`config.mk`:
```
export PLATFORM = sky130hd
export DESIGN_NAME = mem_lsu_flat
export DESIGN_NICKNAME = d
export VERILOG_FILES = /design/src/rtl/mem_lsu_if.sv /design/src/rtl/mem_lsu.sv /design/src/flat_wrapper.sv
export SDC_FILE = /design/constraint.sdc
export NUM_CORES = 1
export LEC_CHECK = 0
export ABC_AREA = 1
export CAP_MARGIN = 20
export CORE_MARGIN = 2
export CORE_UTILIZATION = 49
export CTS_CLUSTER_DIAMETER = 50
export CTS_CLUSTER_SIZE = 40
export DETAILED_ROUTE_END_ITERATION = 8
export PLACE_DENSITY_LB_ADDON = 0.3
export SYNTH_ARGS = -nofsm -noshare
export SYNTH_HDL_FRONTEND = slang
export SYNTH_SLANG_ARGS = --single-unit
```
`constraint.sdc`:
```
create_clock -name clk -period 2.1 [get_ports clk]
set_input_delay 0.315 -clock clk [delete_from_list [all_inputs] [get_ports clk]]
set_output_delay 0.315 -clock clk [all_outputs]
set_load 0.05 [all_outputs]
```
`src/rtl/mem_lsu_if.sv`:
```
// Core-request and data-memory signal bundle for mem_lsu.
// The master side is the core FSM plus the memory; the slave side is the LSU.
interface mem_lsu_if #(
  parameter int ADDR_W = 32
);
  // Core request / response
  logic              req;
  logic              we;
  logic [2:0]        funct3;
  logic [ADDR_W-1:0] addr;
  logic [31:0]       wdata;
  logic              busy;
  logic              done;
  logic [31:0]       rdata;
  logic              err;

  // Word-wide memory port (asynchronous read, synchronous write)
  logic [ADDR_W-1:0] mem_a;
  logic [31:0]       mem_wd;
  logic              mem_we;
  logic [31:0]       mem_rd;

  modport master (
    output req, we, funct3, addr, wdata, mem_rd,
    input  busy, done, rdata, err, mem_a, mem_wd, mem_we
  );

  modport slave (
    input  req, we, funct3, addr, wdata, mem_rd,
    output busy, done, rdata, err, mem_a, mem_wd, mem_we
  );
endinterface

```
`src/rtl/mem_lsu.sv`:
```
// Load/store unit: word-aligned memory transactions, read-modify-write for SB/SH,
// sign/zero-extended loads. Define LSU_MISALIGN_CHECK_EN to reject misaligned H/W accesses.
module mem_lsu #(
  parameter int ADDR_W    = 32,
  parameter int MEM_BYTES = 4096
) (
  input  logic       clk,
  input  logic       rst_n,
  mem_lsu_if.slave   bus
);

  typedef enum logic [1:0] {
    IDLE  = 2'd0,
    READ  = 2'd1,
    WRITE = 2'd2,
    DONE  = 2'd3
  } state_t;

  localparam logic [ADDR_W:0] MEM_LIMIT = (ADDR_W + 1)'(MEM_BYTES);

  localparam logic [2:0] F3_B  = 3'b000;
  localparam logic [2:0] F3_H  = 3'b001;
  localparam logic [2:0] F3_W  = 3'b010;
  localparam logic [2:0] F3_BU = 3'b100;
  localparam logic [2:0] F3_HU = 3'b101;

  state_t            state, state_next;

  logic              we_q;
  logic [2:0]        funct3_q;
  logic [ADDR_W-1:0] addr_q;
  logic [31:0]       wdata_q;
  logic [31:0]       old_q;
  logic [31:0]       rdata_q;
  logic              err_q;

  logic              bad_f3;
  logic              bad_store;
  logic              out_of_range;
  logic              misaligned;
  logic              req_invalid;
  logic              accept;

  logic [7:0]        lane_b;
  logic [15:0]       lane_h;
  logic [31:0]       load_ext;
  logic [31:0]       merged;

  assign accept = (state == IDLE) && bus.req;

  // Request validation works on the live inputs so the branch is taken on the capture edge.
  always_comb begin
    bad_f3       = (bus.funct3 == 3'b011) || (bus.funct3 == 3'b110) || (bus.funct3 == 3'b111);
    bad_store    = bus.we && bus.funct3[2];
    out_of_range = {1'b0, bus.addr} >= MEM_LIMIT;
`ifdef LSU_MISALIGN_CHECK_EN
    case (bus.funct3[1:0])
      2'b01:   misaligned = bus.addr[0];
      2'b10:   misaligned = (bus.addr[1:0] != 2'b00);
      default: misaligned = 1'b0;
    endcase
`else
    misaligned   = 1'b0;
`endif
    req_invalid  = bad_f3 || bad_store || out_of_range || misaligned;
  end

  // Load lane select (little-endian) and extension.
  always_comb begin
    case (addr_q[1:0])
      2'd0:    lane_b = bus.mem_rd[7:0];
      2'd1:    lane_b = bus.mem_rd[15:8];
      2'd2:    lane_b = bus.mem_rd[23:16];
      default: lane_b = bus.mem_rd[31:24];
    endcase
    lane_h = addr_q[1] ? bus.mem_rd[31:16] : bus.mem_rd[15:0];

    case (funct3_q)
      F3_B:    load_ext = {{24{lane_b[7]}}, lane_b};
      F3_BU:   load_ext = {24'h0, lane_b};
      F3_H:    load_ext = {{16{lane_h[15]}}, lane_h};
      F3_HU:   load_ext = {16'h0, lane_h};
      default: load_ext = bus.mem_rd;
    endcase
  end

  // Store merge: the old word with the addressed lane replaced; SW ignores the old word.
  always_comb begin
    merged = old_q;
    case (funct3_q[1:0])
      2'b00: begin
        case (addr_q[1:0])
          2'd0:    merged[7:0]   = wdata_q[7:0];
          2'd1:    merged[15:8]  = wdata_q[7:0];
          2'd2:    merged[23:16] = wdata_q[7:0];
          default: merged[31:24] = wdata_q[7:0];
        endcase
      end
      2'b01: begin
        if (addr_q[1]) merged[31:16] = wdata_q[15:0];
        else           merged[15:0]  = wdata_q[15:0];
      end
      default: merged = wdata_q;
    endcase
  end

  // NOTE: sequential state uses non-blocking assignments so every flop samples pre-edge values.
  always_ff @(posedge clk or negedge rst_n) begin
    if (!rst_n) begin
      state <= IDLE;
    end else begin
      state <= state_next;
    end
  end

  // NOTE: every output gets a default before the case, so no path leaves a signal unassigned (no latches).
  always_comb begin
    state_next = state;
    bus.busy   = (state != IDLE);
    bus.done   = 1'b0;
    bus.err    = 1'b0;
    bus.mem_a  = '0;
    bus.mem_we = 1'b0;
    bus.mem_wd = '0;

    case (state)
      IDLE: begin
        if (bus.req) begin
          if (req_invalid)
            state_next = DONE;
          else if (bus.we && (bus.funct3 == F3_W))
            state_next = WRITE;
          else
            state_next = READ;
        end
      end
      READ: begin
        bus.mem_a  = {addr_q[ADDR_W-1:2], 2'b00};
        state_next = we_q ? WRITE : DONE;
      end
      WRITE: begin
        bus.mem_a  = {addr_q[ADDR_W-1:2], 2'b00};
        bus.mem_we = 1'b1;
        bus.mem_wd = merged;
        state_next = DONE;
      end
      DONE: begin
        bus.done   = 1'b1;
        bus.err    = err_q;
        state_next = IDLE;
      end
      default: state_next = IDLE;
    endcase
  end

  // Request capture and read-phase datapath.
  always_ff @(posedge clk or negedge rst_n) begin
    if (!rst_n) begin
      we_q     <= 1'b0;
      funct3_q <= 3'b000;
      addr_q   <= '0;
      wdata_q  <= '0;
      old_q    <= '0;
      rdata_q  <= '0;
      err_q    <= 1'b0;
    end else begin
      if (accept) begin
        we_q     <= bus.we;
        funct3_q <= bus.funct3;
        addr_q   <= bus.addr;
        wdata_q  <= bus.wdata;
        err_q    <= req_invalid;
      end
      if (state == READ) begin
        if (we_q) old_q   <= bus.mem_rd;
        else      rdata_q <= load_ext;
      end
    end
  end

  assign bus.rdata = rdata_q;

endmodule

```
`src/flat_wrapper.sv`:
```
// flat-port wrapper written by rule: the top's interface ports become plain ports
module mem_lsu_flat 
#(
  parameter int ADDR_W    = 32,
  parameter int MEM_BYTES = 4096
)
  (clk, rst_n, bus_req, bus_we, bus_funct3, bus_addr, bus_wdata, bus_mem_rd, bus_busy, bus_done, bus_rdata, bus_err, bus_mem_a, bus_mem_wd, bus_mem_we);
  mem_lsu_if #(.ADDR_W(ADDR_W)) bus_i ();
  input  logic clk;
  input  logic rst_n;
  input wire logic [$bits(bus_i.req)-1:0] bus_req;
  input wire logic [$bits(bus_i.we)-1:0] bus_we;
  input wire logic [$bits(bus_i.funct3)-1:0] bus_funct3;
  input wire logic [$bits(bus_i.addr)-1:0] bus_addr;
  input wire logic [$bits(bus_i.wdata)-1:0] bus_wdata;
  input wire logic [$bits(bus_i.mem_rd)-1:0] bus_mem_rd;
  output wire logic [$bits(bus_i.busy)-1:0] bus_busy;
  output wire logic [$bits(bus_i.done)-1:0] bus_done;
  output wire logic [$bits(bus_i.rdata)-1:0] bus_rdata;
  output wire logic [$bits(bus_i.err)-1:0] bus_err;
  output wire logic [$bits(bus_i.mem_a)-1:0] bus_mem_a;
  output wire logic [$bits(bus_i.mem_wd)-1:0] bus_mem_wd;
  output wire logic [$bits(bus_i.mem_we)-1:0] bus_mem_we;
  assign bus_i.req = bus_req;
  assign bus_i.we = bus_we;
  assign bus_i.funct3 = bus_funct3;
  assign bus_i.addr = bus_addr;
  assign bus_i.wdata = bus_wdata;
  assign bus_i.mem_rd = bus_mem_rd;
  assign bus_busy = bus_i.busy;
  assign bus_done = bus_i.done;
  assign bus_rdata = bus_i.rdata;
  assign bus_err = bus_i.err;
  assign bus_mem_a = bus_i.mem_a;
  assign bus_mem_wd = bus_i.mem_wd;
  assign bus_mem_we = bus_i.mem_we;
  mem_lsu #(.ADDR_W(ADDR_W), .MEM_BYTES(MEM_BYTES)) u_core (.clk(clk), .rst_n(rst_n), .bus(bus_i));
endmodule
```
==> results of run 1 <==
-- through the flow --
stage	area (sq um)	setup TNS (ns)	hold slack (ns)	power, mW	instances
detailed placement	10240	0	0.2871	18.59	1365
finish	11350	-1.242	0.3645	23.14	1423
floorplan	7430	-0.1313	0.01941	12.96	1007
CTS	11210	-0.4806	0.3845	22.61	1417
global placement	10240	0	0.2826	18.32	1365
global route	11350	-5.459	0.4026	24.32	1423
-- logic make-up after synthesis --
kind of cell,after synthesis,share of synthesized area (%)
buffers and inverters,173,9.511
adder cells (fa/ha/maj),5,0.8646
other,1,0.05183
multiplexers,10,1.556
AO/OA/AOI/OAI,180,13.38
AND/OR/NAND/NOR,502,27.94
flip-flops,135,46.69
-- worst register-to-register path: stages, from the launching register on --
cell and delay, ns:
sky130_fd_sc_hd__dfrtp_1 0.39, sky130_fd_sc_hd__buf_6 0.16, sky130_fd_sc_hd__buf_4 0.15, sky130_fd_sc_hd__buf_4 0.19, sky130_fd_sc_hd__nor2_1 0.10, sky130_fd_sc_hd__nand2_1 0.05, sky130_fd_sc_hd__nand3_1 0.15, sky130_fd_sc_hd__nand3_4 0.27
sky130_fd_sc_hd__nand3_1 0.17, sky130_fd_sc_hd__nand2_1 0.08, sky130_fd_sc_hd__inv_1 0.06
-- placed cells by master (no fill, tap or decap), types with 3 or more instances in the layout --
cell type / netlist / layout
sky130_fd_sc_hd__a211oi_4: 0 / 4
sky130_fd_sc_hd__a21oi_1: 69 / 65
sky130_fd_sc_hd__a21oi_2: 1 / 3
sky130_fd_sc_hd__a31oi_4: 0 / 9
sky130_fd_sc_hd__buf_12: 0 / 62
sky130_fd_sc_hd__buf_4: 5 / 40
sky130_fd_sc_hd__buf_6: 0 / 18
sky130_fd_sc_hd__bufinv_16: 0 / 3
sky130_fd_sc_hd__clkbuf_16: 0 / 18
sky130_fd_sc_hd__clkbuf_8: 0 / 3
sky130_fd_sc_hd__clkdlybuf4s50_1: 0 / 133
sky130_fd_sc_hd__clkinv_2: 0 / 4
sky130_fd_sc_hd__dfrtp_1: 135 / 133
sky130_fd_sc_hd__ha_1: 5 / 3
sky130_fd_sc_hd__inv_1: 114 / 98
sky130_fd_sc_hd__inv_2: 1 / 15
sky130_fd_sc_hd__mux2_2: 10 / 10
sky130_fd_sc_hd__nand2_1: 376 / 371
sky130_fd_sc_hd__nand2_2: 0 / 4
sky130_fd_sc_hd__nand3_1: 49 / 49
sky130_fd_sc_hd__nor2_1: 54 / 42
sky130_fd_sc_hd__nor2_2: 2 / 11
sky130_fd_sc_hd__nor2_4: 1 / 4
sky130_fd_sc_hd__o211ai_1: 15 / 15
sky130_fd_sc_hd__o21ai_0: 77 / 68
sky130_fd_sc_hd__o21ai_1: 2 / 7
sky130_fd_sc_hd__o21ai_2: 0 / 3
sky130_fd_sc_hd__or2_2: 16 / 16
-- metal layers --
layer / share of wire (%) / vias up / GRT usage [%]
met2: 50 / 436 / 52.94
met1: 37 / 3661 / 38.32
met3: 10 / 52 / 10.31
li1: - / 3597 / -
met4: 2.3 / 0 / 9.804
met5: 0 / - / 0
-- power groups by stage --
stage	registers [mW]	logic, mW	clock network [mW]
after floorplan	5.54	7.42	0
after global placement	4.74	13.6	0
after detailed placement	4.78	13.8	0
after CTS	4.79	14.7	3.13
after global routing	4.95	16.1	3.24
final	4.84	15.2	3.11
-- flip-flops by register name, indices dropped and copies added (netlist names) --
| name | flops |
|---|---|
| u_core.err_q | 1 |
| u_core.old_q | 32 |
| u_core.funct3_q | 3 |
| u_core.bus.rdata | 32 |
| u_core.addr_q | 32 |
| u_core.we_q | 1 |
| u_core.wdata_q | 32 |
| u_core.state | 2 |
-- worst max path at each step --
stage               slack [ns]                      startpoint  depth (start not counted)             end
finish                   -0.09  u_core.funct3_q[1]$_DFFE_PN0P_                          7  bus_mem_wd[30]
floorplan                -0.03     u_core.state[0]$_DFFE_PN0P_                          5   bus_mem_wd[2]
detailed placement        0.13     u_core.state[0]$_DFFE_PN0P_                          6  bus_mem_wd[29]
global route             -0.15    u_core.addr_q[1]$_DFFE_PN0P_                          8  bus_mem_wd[30]
CTS                      -0.04     u_core.state[1]$_DFFE_PN0P_                          6   bus_mem_a[24]
global placement          0.19  u_core.funct3_q[1]$_DFFE_PN0P_                          7   bus_mem_wd[6]
-- layout make-up --
type                       count  area share [%]
sequential                   135           29.80
clock buffer                  21           4.146
inverter                     116           3.915
tap                          184           2.029
multi-input combinational    699           31.01
clock inverter                11           1.268
timing repair buffer         257           27.83
-- synth_stat cells --
| master | number | area (sq um) |
|---|---|---|
| sky130_fd_sc_hd__nand3b_2 | 1 | 11.26 |
| sky130_fd_sc_hd__nand3_1 | 49 | 245.2 |
| sky130_fd_sc_hd__a21oi_2 | 1 | 8.760 |
| sky130_fd_sc_hd__o21ai_0 | 77 | 385.4 |
| sky130_fd_sc_hd__inv_1 | 114 | 427.9 |
| sky130_fd_sc_hd__a31oi_1 | 11 | 68.82 |
| sky130_fd_sc_hd__nor2_1 | 54 | 202.7 |
| sky130_fd_sc_hd__buf_2 | 16 | 80.08 |
| sky130_fd_sc_hd__ha_1 | 5 | 62.56 |
| sky130_fd_sc_hd__conb_1 | 1 | 3.750 |
| sky130_fd_sc_hd__clkbuf_1 | 34 | 127.6 |
| sky130_fd_sc_hd__dfrtp_1 | 135 | 3378 |
| sky130_fd_sc_hd__or2_2 | 16 | 100.1 |
| sky130_fd_sc_hd__buf_1 | 2 | 7.510 |
| sky130_fd_sc_hd__o211ai_1 | 15 | 112.6 |
| sky130_fd_sc_hd__nor2_2 | 2 | 12.51 |
| sky130_fd_sc_hd__inv_2 | 1 | 3.750 |
| sky130_fd_sc_hd__buf_4 | 5 | 37.54 |
| sky130_fd_sc_hd__mux2_2 | 10 | 112.6 |
| sky130_fd_sc_hd__nor2_4 | 1 | 11.26 |
| sky130_fd_sc_hd__a211oi_1 | 4 | 30.03 |
| sky130_fd_sc_hd__a21oi_1 | 69 | 345.3 |
| sky130_fd_sc_hd__nand4_1 | 1 | 6.260 |
| sky130_fd_sc_hd__o21ai_1 | 2 | 10.01 |
| sky130_fd_sc_hd__nand2_1 | 376 | 1411 |
| sky130_fd_sc_hd__nand3_2 | 1 | 10.01 |
| sky130_fd_sc_hd__nand2_4 | 1 | 11.26 |
| sky130_fd_sc_hd__a22oi_1 | 1 | 7.510 |
| sky130_fd_sc_hd__clkinv_1 | 1 | 3.750 |
-- what timing repair did --
item,CTS,global route
gates resized for setup,57,32
gates cloned,2,1
pin swaps,12,13
setup buffers,18,7
hold buffers,1,0
endpoints found under the hold margin,29,0
setup endpoints to repair,61,63
==> impl_table.tex, run 1 <==
\begin{tabular}{lr}
\hline
Metric & Value \\
\hline
\multicolumn{2}{l}{\textbf{Status}} \\
\quad Outcome & complete, but fails checks \\
\quad Failing checks & setup timing \\
\multicolumn{2}{l}{\textbf{Floorplanning}} \\
\quad Io pins & 203 \\
\quad Standard-cell rows & 44 \\
\quad Die width & 125.5 um \\
\quad Die Footprint & 0.01576 sq mm \\
\quad Vertical die dimension & 125.5 um \\
\quad Starting utilization of the core area & 49.97\% \\
\quad Core Box Area & 0.01448 sq mm \\
\multicolumn{2}{l}{\textbf{Clock network}} \\
\quad Number of buffers inserted during clock tree synthesis & 17 \\
\quad Clk sink count & 135 \\
\quad Skew-Pair Late Insertion Delay & 0.43 ns \\
\quad Post-CTS clock slew at the launch and capture registers of the worst setup and hold paths & 0.06 ns \\
\quad Clock tree from TritonCTS & done \\
\quad Maximum buffer depth of the clock tree & 2 \\
\quad \# H-tree levels & 4 \\
\quad Cell at the root of the clock tree & sky130\_fd\_sc\_hd\_\_clkbuf\_16 \\
\multicolumn{2}{l}{\textbf{Setup path}} \\
\quad Type of destination of the critical path & output pin \\
\quad Reg2Reg Launch Point & u\_core.addr\_q[1]\$\_DFFE\_PN0P\_ \\
\quad Number of buffer and inverter instances along the worst setup path & 4 \\
\quad Slowest cell on the critical path & sky130\_fd\_sc\_hd\_\_dfrtp\_2 \\
\quad CP required & 1.78 ns \\
\quad Category of the most critical setup path & reg -> out \\
\quad Worst reg-to-reg path cell count & 10 \\
\quad Internal reg-to-reg setup slack & 0.26 ns \\
\quad Highest net fanout along the worst path & 12 \\
\quad Largest incremental delay on the critical path & 0.47 ns \\
\quad Nature of the critical path startpoint & flip-flop \\
\quad Data arrival time of the critical path & 1.87 ns \\
\quad Cell-by-cell listing of the critical path & inv\_4, buf\_8, buf\_4, nand3\_1, nor2\_1, nor2\_2, buf\_12 \\
\quad Critical R2R Capture & u\_core.bus.rdata[19]\$\_DFFE\_PN0P\_ \\
\quad Family with the most delay on the worst path & buffers and inverters \\
\multicolumn{2}{l}{\textbf{Global routing}} \\
\quad Number of antenna violations at the first check in global routing & 0 \\
\quad Vias in the first global route & 7629 \\
\quad Wire length of the first global-routing pass & 39040 um \\
\quad Overall Global Routing Usage & 31.41\% \\
\quad Remaining global-route overflow & 0 \\
\quad Pin count of the biggest net entering global routing & 69 \\
\multicolumn{2}{l}{\textbf{Place}} \\
\quad Detailed placer's ending HPWL & 17380 um \\
\quad RD Place Congestion & 0.9066 \\
\quad PortBufs & 200 \\
\quad Pre-CTS worst setup slack & 0.1347 ns \\
\multicolumn{2}{l}{\textbf{STA}} \\
\quad Setup repair after global routing missed its margin & yes \\
\quad Max-slew violations & 0 \\
\quad Maximum achievable frequency & 457.1 MHz \\
\quad Clock period minus final worst setup slack & 2.188 ns \\
\quad Count of endpoints failing setup in the final report & 47 \\
\quad Relative max-transition margin & 63.70\% \\
\quad Final worst-path cycle share & 104.2\% \\
\quad Worst slew pin tran & 0.5428 ns \\
\quad Count of final hold-check violations & 0 \\
\quad Largest clock skew in the final design & 0.008150 ns \\
\quad Smallest setup slack after layout & -0.08792 ns \\
\multicolumn{2}{l}{\textbf{Power}} \\
\quad Combinational share of power & 65.6\% \\
\quad Share of power burned in registers & 20.9\% \\
\quad Switching portion of total power & 48.74\% \\
\quad Leakage power & 5.623 nW \\
\quad Net switching power figure & 11.28 mW \\
\quad Clock Power Share & 13.5\% \\
\quad Int Power & 11.86 mW \\
\quad Total power per unit cell area & 2040 mW/mm\^{}2 \\
\quad Worst voltage drop across the vdd grid & 1.326 mV \\
\multicolumn{2}{l}{\textbf{Synthesis}} \\
\quad Synthesized area divided by synthesized cell count & 7.193 sq um \\
\quad Sequential element share of the synthesized area & 46.69\% \\
\quad Yosys warnings & 0 \\
\quad Yosys reg bits & 135 \\
\quad Mapped cell area & 0.007236 sq mm \\
\quad Synth unique cells & 29 \\
\quad Synthesized instance count & 1006 \\
\multicolumn{2}{l}{\textbf{Routing}} \\
\quad Detailed-route wire length & 25030 um \\
\quad Via count & 7746 \\
\quad Via density & 5.443 \\
\quad Detailed Route Iter0 Violations & 746 \\
\quad Final routed wire length divided by cell count & 17.59 um \\
\quad Antenna violation net count after detailed routing & 0 \\
\quad Pre-Repair DR Iteration Count & 7 \\
\quad Number of remaining DRC errors & 0 \\
\multicolumn{2}{l}{\textbf{Min path}} \\
\quad Worst min-delay path category & in -> async \\
\multicolumn{2}{l}{\textbf{Finish}} \\
\quad Antenna Diode Count & 0 \\
\quad Utilization of the core after routing & 78.36\% \\
\quad Fraction of layout cells with a size suffix above 1 & 20.02\% \\
\quad Sequential Area & 0.003381 sq mm \\
\quad Area growth from synthesis to final layout & 56.80\% \\
\quad Area occupied by multi-input gates & 0.003518 sq mm \\
\quad Fill cell total of the finished layout & 991 \\
\quad NumNets Final & 1334 \\
\multicolumn{2}{l}{\textbf{Job}} \\
\quad Maximum capacitance violations & 0 \\
\hline
\end{tabular}
Note: power is estimated with default switching activity, not from simulation.
==> run 2: changes to the inputs <==
--- a/config.mk
+++ b/config.mk
@@ -10,9 +10,10 @@
 export CORE_MARGIN = 2
 export CORE_UTILIZATION = 49
 export CTS_CLUSTER_DIAMETER = 50
-export CTS_CLUSTER_SIZE = 40
+export CTS_CLUSTER_SIZE = 24
 export DETAILED_ROUTE_END_ITERATION = 8
 export PLACE_DENSITY_LB_ADDON = 0.3
+export SLEW_MARGIN = 10
 export SYNTH_ARGS = -nofsm -noshare
 export SYNTH_HDL_FRONTEND = slang
 export SYNTH_SLANG_ARGS = --single-unit
==> results of run 2 <==
Same layout as run 1: the final DEF is identical, and so are final timing and power.
==> RTL change 1 (flow settings as in run 2) <==
The option `LSU_MISALIGN_CHECK_EN` is turned on by a define.
--- a/src/rtl/mem_lsu.sv
+++ b/src/rtl/mem_lsu.sv
@@ -2,2 +2,4 @@
 // sign/zero-extended loads. Define LSU_MISALIGN_CHECK_EN to reject misaligned H/W accesses.
+`define LSU_MISALIGN_CHECK_EN
+
 module mem_lsu #(
Function: changed (a bounded check fails within 4 cycles, from zero or initial values and one cycle with rst_n low).
==> RTL change 1 against run 2 <==
The run still ends with setup timing left; die area up 0.97%; sequential cell count unchanged; area after synthesis grew 1.0%; synthesized cell count shrank 10%; count of clock-buffer cells in the layout is 1 higher; clock skew grew 2.9 ps; cell area up 5.9%; worst hold slack got worse by 8.5 ps; non-clock buffer count up 10; routed wire length is 18% higher; setup slack lost 170 ps; critical path type unchanged; critical endpoint is now bus_mem_wd[24].
Power is left out: the tool's default activity adds up to more than one toggle a clock period on the data nets, which glitch-free logic cannot reach.
==> RTL change 1: results (changes against run 2) <==
run_status:
  status: "finished, violations left"
  failed_checks: "setup timing"
critical_path:
  worstReg2RegStart: "u_core.state[1]$_DFFE_PN0P_"
  reg2reg_to: "u_core.bus.rdata[18]$_DFFE_PN0P_"
  path_delay_family: "flip-flops"
  reg2reg_slack_ps: -60  # -320 ps
  r2r_cells: 9  # -1
  crit_arrival_ps: 2050  # +180 ps
  cp_slowest_cell: "dfrtp_2"
  slowest_delay_ps: 500  # +30 ps
final_layout:
  fill_cells: 764  # -23%
  drive_gt1_share_pct: 30.8  # +11 points
  antennaDiodeCount: 0  # unchanged
  instances_no_fill: 1335  # -6.2%
synth:
  synth_compound_gate_area_share_pct: 14.7  # +1.4 points
  syn_inst: 903  # -10%
  async_flop_share_pct: 100  # unchanged
  synth_cell_types: 36  # +24%
  synthTopCellsByCount: "nand2_1, dfrtp_1, inv_1, a21oi_1, mux2_2"
  ys_seq_area_share_pct: 46.2  # -0.46 points
  yosys.area_share.adder_pct: 1.37  # +0.51 points
  synth_area_leaders: "dfrtp_1, nand2_1, mux2_2"
  yosysWarnings: 0  # unchanged
  muxShareOfSynthArea_pct: 8.32  # +6.8 points
timing:
  timing.final.ws_setup_ps: -262  # -174 ps
  setup_viol: 33  # -30%
  skew_ps: 11.0  # +2.86 ps
  holdWs_ps: 356  # -8.47 ps
  tns_ps: -4680  # -3440 ps
  tightest_slew_ps: 604  # +60.8 ps
  slew_violations: 0  # unchanged
placement:
  pre_cts_slack_ps: 152  # +17.8 ps
  gp_congestion: 0.990  # +9.2%
  place_area_um2: 10500  # +2.5%
  detailed_place_hpwl_mm: 17.3  # -0.63%
grt:
  grt_pass1_wl_mm: 42.3  # +8.3%
  grt_pass1_vias: 7949  # +4.2%
  grt_usage_pct: 34.3  # +2.9 points
  grt_antenna_before_repair: 0  # unchanged
  grt_max_degree: 58  # -16%
clock_network:
  numCtsBuffers: 17  # unchanged
  clockRootBuffer: "clkbuf_16"
  clk_pin_slew_ps: 60  # about the same
  cts_max_level: 4  # unchanged
routing:
  wl_per_cell_um: 22.1  # +26%
  num_vias: 8095  # +4.5%
  dr.pass1.iters: 8  # +1
  drt_first_iter_violations: 1103  # +48%
worst_hold_path:
  hp-class: "in2async"
-- RTL change 1: changes by cell type after synthesis, moves of 6 or more --
cell and change:
inv_2 +18, a21oi_1 -7, or2_2 -16, o21ai_1 +32, clkbuf_1 -10, mux2_2 +44, nand2_1 -140, nor2_1 -6
nand3_2 +7, o2111ai_1 +8, o21ai_0 -27, nand3_1 -28
-- RTL change 1: cell type report --
class	count	area (um^2)	area share [%]
multi-input cells	586	3840	32.0
clock inverters	9	100	0.833
clock buffers	22	474	3.95
inverters	131	562	4.68
flip-flops and latches	135	3380	28.2
repair buffers	267	3410	28.4
repair inverters	1	8.76	0.0729
well taps	184	230	1.92
-- RTL change 1: timing repair --
| action | CTS | global route |
|---|---|---|
| pin swaps | 33 | 27 |
| hold endpoints to repair | 38 | 0 |
| resized for setup | 95 | 58 |
| setup endpoints to repair | 47 | 51 |
| hold buffers | 1 | 0 |
| setup buffers | 23 | 11 |
| cloned | 5 | 2 |
-- RTL change 1: worst max path at each step --
stage / start / slack, ps / to / cells past startpoint
2_1_floorplan: u_core.state[0]$_DFFE_PN0P_ / -20 / bus_mem_wd[10] / 5
3_3_place_gp: u_core.addr_q[1]$_DFFE_PN0P_ / 180 / bus_mem_wd[25] / 7
3_5_place_dp: bus_funct3[0] / 150 / u_core.state[0]$_DFFE_PN0P_ / 11
4_1_cts: u_core.funct3_q[1]$_DFFE_PN0P_ / -150 / bus_mem_wd[2] / 8
5_1_grt: u_core.addr_q[0]$_DFFE_PN0P_ / -300 / bus_mem_wd[20] / 10
6_report: u_core.addr_q[1]$_DFFE_PN0P_ / -260 / bus_mem_wd[24] / 7
-- RTL change 1: per-layer routing --
layer  share of wire (%)  track usage (%)
met1                  33             39.0
met2                  46             55.9
met3                  12             11.7
met4                 8.0             20.7
met5                   0                0
==> RTL change 2 (settings of run 2) <==
Without the edit above. The 4 states of `state_t` get a one-hot encoding in 4 bits.
--- a/src/rtl/mem_lsu.sv
+++ b/src/rtl/mem_lsu.sv
@@ -11,7 +11,7 @@
 
-  typedef enum logic [1:0] {
-    IDLE  = 2'd0,
-    READ  = 2'd1,
-    WRITE = 2'd2,
-    DONE  = 2'd3
+  typedef enum logic [3:0] {
+    IDLE  = 4'b0001,
+    READ  = 4'b0010,
+    WRITE = 4'b0100,
+    DONE  = 4'b1000
   } state_t;
Function: same outputs for any inputs over 10 cycles, from zero or initial values and one cycle with rst_n low; not proved beyond that.
==> RTL change 2 against run 2 <==
The run still ends with setup timing left; synthesized cell count fell by 3.9%; register-to-register slack got worse by 140 ps; via count rose by 2.3%; sequential cell count rose by 2; area after synthesis rose by 1.7%; critical path depth did not move; setup slack got worse by 95 ps; global-route usage barely moved; routed wire length rose by 8.8%; cell area rose by 1.5%; count of clock-buffer cells in the layout fell by 1.
Power is not compared: it rests on default switching activity, and its combinational part moved more than twofold at a synthesized area within 25%.
==> RTL change 2: results (changes against run 2) <==
grt:
  grt_max_degree: 50  # -28%
  use_met3_pct: 8.60  # -1.7 points
  grt_usage_pct: 31.4  # about the same
  met2_usage_pct: 47.7  # -5.2 points
  grt_pass1_vias: 7182  # -5.9%
  grt_antenna_before_repair: 1  # +1
  met1_usage_pct: 43.4  # +5.1 points
  grt_pass1_wl_mm: 39.2  # +0.51%
placement:
  place_area_um2: 10000  # -2.3%
  detailed_place_hpwl_mm: 17.5  # +0.64%
  gp_congestion: 0.909  # +0.29%
  portBuffers: 200  # unchanged
  pre_cts_slack_ps: 182  # +47.0 ps
synth:
  synth_cell_types: 36  # +24%
  synth_area_leaders: "dfrtp_1, nand2_1, o21ai_0"
  ys_seq_area_share_pct: 46.6  # -0.081 points
  syn_inst: 967  # -3.9%
  async_flop_share_pct: 100  # unchanged
  synthTopCellsByCount: "nand2_1, inv_1, dfrtp_1, o21ai_0, a21oi_1"
  yosysWarnings: 0  # unchanged
critical_path:
  startpoint: "u_core.state[1]$_DFFE_PN0P_"
  crit_path_max_fanout: 6  # -6
  r2r_cells: 8  # -2
  worstReg2RegStart: "u_core.addr_q[1]$_DFFE_PN0P_"
power:
  peakVddDrop_mv: 0.971
  power_leakage_nw: 5.26
routing:
  dr.pass1.iters: 6  # -1
  drt_first_iter_violations: 1135  # +52%
  wl_mm: 27.2  # +8.8%
  num_vias: 7923  # +2.3%
  wl_per_cell_um: 19.7  # +12%
timing:
  setup_viol: 62  # +32%
  tns_ps: -7040  # -5800 ps
  skew_ps: 6.74  # -1.41 ps
  timing.final.ws_setup_ps: -183  # -95.3 ps
  relSlewSlack_pct: 63.3  # -0.44 points
clock_network:
  cts_buffer_depth: 2  # unchanged
  cts_max_level: 4  # unchanged
  clk_latency_ps: 420
  clockRootBuffer: "clkbuf_16"
  clk_pin_slew_ps: 60  # about the same
  numCtsBuffers: 17  # unchanged
final_layout:
  nets: 1291  # -3.2%
  drive_gt1_share_pct: 24.8  # +4.7 points
run_status:
  failed_checks: "setup timing"
  status: "finished, violations left"
worst_hold_path:
  hp-class: "in2async"
-- RTL change 2: report_power, final --
group          switching [mW]  internal [mW]
Sequential              0.433           3.30
Clock                    1.17           1.92
Combinational            3.64           1.93
Total                    5.24           7.15
-- RTL change 2: layout make-up --
cell class	count	area, um^2
Multi-Input combinational cell	624	3490
Inverter	152	599
Clock buffer	20	457
Sequential cell	137	3430
Fill cell	881	3070
Timing Repair inverter	1	7.51
Antenna cell	1	2.50
Timing Repair Buffer	255	3150
Tap cell	184	230
Clock inverter	11	146
-- RTL change 2: kinds of logic (layout without fill, tap and decap cells) --
kind of cell           Yosys count  in the layout  synth area share (%)
other                            1              3                0.0510
AO/OA/AOI/OAI                  277            277                  20.5
flip-flops                     137            137                  46.6
buffers and inverters          209            439                  12.9
AND/OR/NAND/NOR                343            345                  20.0
-- RTL change 2: path summary, 6_finish.rpt --
path,end,slack [ps]
setup / recovery,bus_mem_a[31],-180
hold reg to reg,u_core.bus.rdata[12]$_DFFE_PN0P_,480
min in group clk,u_core.wdata_q[24]$_DFFE_PN0P_,440
hold / removal,u_core.wdata_q[27]$_DFFE_PN0P_,380
setup reg to reg,u_core.bus.rdata[18]$_DFFE_PN0P_,120
max in group asynchronous,u_core.addr_q[0]$_DFFE_PN0P_,1090
-- RTL change 2: repair_timing --
item                                   CTS  global route
gates resized for setup                 97           104
buffers inserted                         8            10
setup endpoints to repair               63            62
hold buffers                             1             0
pin swaps                                5            17
endpoints found under the hold margin   40             0
cloned                                   2             9
-- RTL change 2: routing by layer --
metal	vias up	share of wire (%)
met5	-	0
met4	0	4.9
met3	107	12
met2	566	46
met1	3709	38
li1	3541	-
-- RTL change 2: critical path, cell delays in order, from the launching register on --
cell       delay [ps]
dfrtp_1           410
inv_2             120
nand4_1           210
nand2_2           190
clkinv_4          140
clkbuf_16         200
nor2_4            110
buf_12            150
